**src/rtl/ballot_collector.sv**
```systemverilog
// Ballot collection front end for the 5-voter majority stage: takes one
// validated ballot per cycle, stores it per voter and closes on 5 ballots or timeout.
module ballot_collector #(
  parameter int unsigned TIMEOUT_CYCLES = 255,
  parameter bit          ALLOW_ABSTAIN  = 1'b0
) (
  input  logic       clk,
  input  logic       rst_n,
  input  logic       start,
  input  logic       ballot_valid,
  output logic       ballot_ready,
  input  logic [2:0] ballot_id,
  input  logic [2:0] ballot_choice,
  output logic [2:0] A,
  output logic [2:0] B,
  output logic [2:0] C,
  output logic [2:0] D,
  output logic [2:0] E,
  output logic [2:0] count,
  output logic       ballots_done,
  output logic       timed_out,
  output logic       reject,
  output logic [1:0] reject_code
);

  localparam int TW = $clog2(TIMEOUT_CYCLES + 1);
  localparam logic [TW-1:0] TIMER_LAST = TW'(TIMEOUT_CYCLES - 1);
  localparam logic [TW-1:0] TIMER_MAX  = TW'(TIMEOUT_CYCLES);
  localparam logic [TW-1:0] TIMER_ONE  = TW'(1);

  typedef enum logic [1:0] {
    IDLE    = 2'd0,
    COLLECT = 2'd1,
    CLOSED  = 2'd2
  } state_t;

  state_t          r_state;
  state_t          w_next_state;
  logic [2:0]      r_votes [5];
  logic [4:0]      r_mask;
  logic [2:0]      r_count;
  logic [TW-1:0]   r_timer;
  logic            r_ready;
  logic            r_done;
  logic            r_timed_out;
  logic            r_reject;
  logic [1:0]      r_reject_code;

  logic            w_xfer;
  logic            w_bad_id;
  logic            w_bad_choice;
  logic            w_dup;
  logic            w_accept;
  logic            w_refuse;
  logic [1:0]      w_code;
  logic            w_clear;
  logic            w_close_timeout;

  // Ballot validation; the priority of the failure codes follows the check order.
  always_comb begin
    w_xfer       = ballot_valid & r_ready;
    w_bad_id     = (ballot_id > 3'd4);
    w_bad_choice = !((ballot_choice == 3'b001) || (ballot_choice == 3'b010) ||
                     (ballot_choice == 3'b100) ||
                     (ALLOW_ABSTAIN && (ballot_choice == 3'b000)));
    w_dup = 1'b0;
    for (int i = 0; i < 5; i++) begin
      if (ballot_id == 3'(i) && r_mask[i]) begin
        w_dup = 1'b1;
      end
    end
    w_accept = w_xfer & !w_bad_id & !w_bad_choice & !w_dup;
    w_refuse = w_xfer & !w_accept;
    if (w_bad_id) begin
      w_code = 2'b01;
    end else if (w_bad_choice) begin
      w_code = 2'b10;
    end else begin
      w_code = 2'b11;
    end
  end

  always_comb begin
    w_next_state    = r_state;
    w_clear         = 1'b0;
    w_close_timeout = 1'b0;
    case (r_state)
      IDLE, CLOSED: begin
        if (start) begin
          w_next_state = COLLECT;
          w_clear      = 1'b1;
        end
      end
      COLLECT: begin
        // A fifth accepted ballot wins over a coinciding timeout.
        if (w_accept && (r_count == 3'd4)) begin
          w_next_state = CLOSED;
        end else if (r_timer == TIMER_LAST) begin
          w_next_state    = CLOSED;
          w_close_timeout = 1'b1;
        end
      end
      default: begin
        w_next_state = IDLE;
      end
    endcase
  end

  always_ff @(posedge clk) begin
    if (!rst_n) begin
      r_state       <= IDLE;
      r_mask        <= '0;
      r_count       <= '0;
      r_timer       <= '0;
      r_ready       <= 1'b0;
      r_done        <= 1'b0;
      r_timed_out   <= 1'b0;
      r_reject      <= 1'b0;
      r_reject_code <= 2'b00;
      for (int i = 0; i < 5; i++) begin
        r_votes[i] <= 3'b000;
      end
    end else begin
      r_state  <= w_next_state;
      r_ready  <= (w_next_state == COLLECT);
      r_done   <= (w_next_state == CLOSED);
      r_reject <= w_refuse;
      if (w_refuse) begin
        r_reject_code <= w_code;
      end
      if (w_clear) begin
        r_mask      <= '0;
        r_count     <= '0;
        r_timer     <= '0;
        r_timed_out <= 1'b0;
        for (int i = 0; i < 5; i++) begin
          r_votes[i] <= 3'b000;
        end
      end else if (r_state == COLLECT) begin
        for (int i = 0; i < 5; i++) begin
          if (w_accept && (ballot_id == 3'(i))) begin
            r_votes[i] <= ballot_choice;
            r_mask[i]  <= 1'b1;
          end
        end
        if (w_accept) begin
          r_count <= r_count + 3'd1;
        end
        if (r_timer != TIMER_MAX) begin
          r_timer <= r_timer + TIMER_ONE;
        end
        if (w_close_timeout) begin
          r_timed_out <= 1'b1;
        end
      end
    end
  end

  assign ballot_ready = r_ready;
  assign A            = r_votes[0];
  assign B            = r_votes[1];
  assign C            = r_votes[2];
  assign D            = r_votes[3];
  assign E            = r_votes[4];
  assign count        = r_count;
  assign ballots_done = r_done;
  assign timed_out    = r_timed_out;
  assign reject       = r_reject;
  assign reject_code  = r_reject_code;

endmodule

```
**config.mk**
```make
export PLATFORM = sky130hd
export DESIGN_NAME = ballot_collector
export DESIGN_NICKNAME = d
export VERILOG_FILES = /design/src/rtl/ballot_collector.sv
export SDC_FILE = /design/constraint.sdc
export NUM_CORES = 1
export LEC_CHECK = 0
export ABC_AREA = 1
export CAP_MARGIN = 20
export CORE_ASPECT_RATIO = 0.9
export CORE_UTILIZATION = 45
export DETAILED_ROUTE_END_ITERATION = 10
export PLACE_DENSITY = 0.71
export SKIP_LAST_GASP = 1
export SLEW_MARGIN = 10
export SYNTH_ARGS = -nofsm -noshare
export SYNTH_HDL_FRONTEND = slang
export SYNTH_SLANG_ARGS = --single-unit
```
**constraint.sdc**
```tcl
create_clock -name clk -period 2.1 [get_ports clk]
set_input_delay 0.42 -clock clk [delete_from_list [all_inputs] [get_ports clk]]
set_output_delay 0.42 -clock clk [all_outputs]
set_load 0.05 [all_outputs]
```
==> results.md <==
- Drt wl/cell: 11.3 um
- Post CTS Setup Buffer Count: 0
- FMAX: 507 MHz
- Layout fillers: 306
- Startpoint types: primary input
- CTS Buf Count: 5
- DIE HEIGHT: 60.7 um
- PostCTS Resize Cnt: 0
- Worst hold slack: 0.457 ns
- Syn Inst Count: 202
- Crit Path Max Fanout: 6
- Setup Viol. Count Final: 0
- Clock Power Share: 30.9%
- Int Pwr: 0.00112 W
- Num ports: 34
- Slack of the critical path: 0.126 ns
- Largest net degree at the start of global routing: 12
- Final instance area: 2330 um2
- Antenna cells: 0
- Post-Place Cell Area: 2240 um2
- Buffers & Inverters on Critical Path: 3
- Clk_lat worst skew: 0.29 ns
- Tightest Pin Transition: 0.511 ns
- Max VDD drop: 0.349 mV
- Die Width: 67.2 um
- CP Cell Sequence: clkdlybuf4s50_1, nand2_1, nand2_1, buf_4, nor2_1, o31ai_2, a21oi_1, buf_4
- Cell variety after synth: 27
- CTS root buf: clkbuf_8
- Slowest stage cell on the critical path: clkdlybuf4s50_1
- CTS sink cnt: 39
- Pwr Density: 656 nW/um2
- Initial antenna violation count: 0
- Register-to-Register Path Depth: 8
- Type of the worst min-delay path: register to register
- Placer Congestion: 0.811
- Register area share after synthesis: 54.1%
- Worst clock skew: 0.00942 ns
- Share of cells above drive strength 1: 14.2%
- Unrepaired setup endpoints after global routing: false
- Syn Std Cell Area: 1720 um2
- Area Overhead vs Synth: 35.4%
- Fin. Hold Viols: 0
- Vias: 1,501
- Critical Path RT: 2.14 ns
- Core Region: 3500 um2
- CTS tree: yes
- Critical path depth: 8
- Period utilization: 94.0%
- Switch Pwr: 0.000410 W
- Drt drc: 0
- Buffers from clock root to sink, at most: 2
- Die area: 4070 um2
- Leak: 0.943 nW
- Mean Syn Cell Area: 8.52 um2
- CP Class: primary input to register
- Worst slew margin: 65.8%
- CTS Hold Bufs: 0
- Initial core utilization: 49.1%
- Gr ovfl total: 0
- Minimum clock period: 1.97 ns
- Max cap viols: 0
- Comb power frac: 15.6%
- Routed WL: 3450 um
- Iter 0 DRT Violations: 62
- FF+latch count, synth: 39
- CP arrival: 2.01 ns
- Vias per cell: 4.94
- Slew Limit Fails: 0
- Syn. warnings: 0
- Setup TNS: 0 ns
- Worst setup slack after placement: -0.265 ns
- Hold Path Stages: 2
- CP max stage delay: 0.50 ns
- Site Rows: 20
- Reg power frac: 53.5%
- GRT Util Overall: 19.1%
- Sw Ratio: 26.8%
- H-tree levels: 2
- Antenna Nets Post-Route: 0
- I/O Buffers: 33
- Nets: 273
- Syn nets: 216
- Pre-antenna DRT Iters: 4
- Clk pin slew, worst setup/hold paths: 0.07 ns
- HPWL after detailed placement: 2680 um
- Setup crit end kind: register
- Post-route core utilization: 66.5%
- Largest delay contributor family on the critical path: buffers and inverters
- Outcome: finished clean
- First-pass GRT wire length: 5660 um
- Vias in the first global route: 1,326
power groups by stage:
stage / combinational [W] / clock [W] / sequential [W]
floorplan: 0.0000661 / 0 / 0.000910
global placement: 0.000235 / 0 / 0.000834
detailed placement: 0.000237 / 0 / 0.000835
CTS: 0.000238 / 0.000483 / 0.000818
global route: 0.000255 / 0.000518 / 0.000820
finish: 0.000238 / 0.000473 / 0.000818
through the flow:
stage	total power (W)	std cells
3_3_place_gp	0.00107	296
2_1_floorplan	0.000976	202
4_1_cts	0.00154	304
5_1_grt	0.00159	304
3_5_place_dp	0.00107	296
6_report	0.00153	304
layer usage:
layer / global-route usage [%] / part of all wire (%)
met5: 0 / 0
met4: 8.21 / 1.9
met3: 5.26 / 4.3
met2: 35.4 / 50
met1: 20.4 / 43
synth_stat cells:
master / instances / area (um2)
nand2_1: 49 / 184
inv_2: 2 / 7.51
ha_1: 4 / 50.1
nand3b_1: 1 / 7.51
edfxtp_1: 15 / 450
inv_1: 24 / 90.1
o31ai_2: 1 / 12.5
nor2_4: 3 / 33.8
nor3_1: 7 / 35.0
xor2_1: 1 / 8.76
buf_6: 1 / 11.3
nor2_2: 1 / 6.26
nor4_1: 2 / 12.5
nand3_1: 6 / 30.0
o21ai_1: 3 / 15.0
nor2_1: 20 / 75.1
clkbuf_1: 1 / 3.75
o21ai_0: 7 / 35.0
xnor2_1: 1 / 8.76
nand4_1: 5 / 31.3
a31oi_1: 1 / 6.26
nand3_2: 1 / 10.0
nand2_2: 2 / 12.5
buf_2: 1 / 5.00
dfxtp_1: 24 / 480
or2_1: 2 / 12.5
a21oi_1: 17 / 85.1
worst paths after layout:
| path | to | slack [ns] | start |
|---|---|---|---|
| hold reg to reg | r_mask[0]$_SDFFE_PP0N_ | 0.46 | r_mask[0]$_SDFFE_PP0N_ |
| setup reg to reg | r_votes[0][4]$_DFFE_PP_ | 0.42 | r_state[0]$_SDFF_PN0_ |
| hold / removal | r_mask[0]$_SDFFE_PP0N_ | 0.46 | r_mask[0]$_SDFFE_PP0N_ |
| setup / recovery | r_votes[0][4]$_DFFE_PP_ | 0.13 | start |
state kept, by name (all words and copies together), names as in the netlist:
| signal | count |
|---|---|
| ballot_ready | 1 |
| ballots_done | 1 |
| count | 3 |
| r_mask | 5 |
| r_state | 2 |
| r_timer | 8 |
| r_votes | 15 |
| reject | 1 |
| reject_code | 2 |
| timed_out | 1 |
final cells by class:
class	count	area, um2	area share (%)
flip-flops and latches	39	931	40.0
multi-input cells	134	681	29.2
repair buffers	53	485	20.8
inverters	26	97.6	4.19
clock buffers	6	72.6	3.11
well taps	44	55.1	2.36
clock inverters	2	7.51	0.322
cells by family after synthesis:
logic type / synth area share (%)
AND/OR/NAND/NOR: 26.2
flip-flops: 54.1
AO/OA/AOI/OAI: 8.95
buffers and inverters: 6.84
adder cells (fa/ha/maj): 2.91
XOR/XNOR: 1.02
worst register-to-register path, stage by stage, from the launching register on:
cell	delay [ns]
dfxtp_1	0.32
inv_1	0.05
nand2_1	0.06
nand2_1	0.19
buf_4	0.16
nor2_1	0.04
o31ai_2	0.33
a21oi_1	0.11
buf_4	0.17
cell usage in the layout (no fill, tap or decap), drive strengths merged:
cell	instances
nand3b	1
clkbuf	6
nor2	24
o21ai	10
o31ai	1
clkinv	2
nand3	7
dfxtp	24
inv	26
or2	2
a21oi	17
edfxtp	15
ha	4
xor2	1
a31oi	1
clkdlybuf4s50	31
nor4	2
xnor2	1
nand4	5
dlymetal6s2s	2
nand2	51
nor3	7
buf	20
Note: power is estimated with default switching activity, not from simulation.
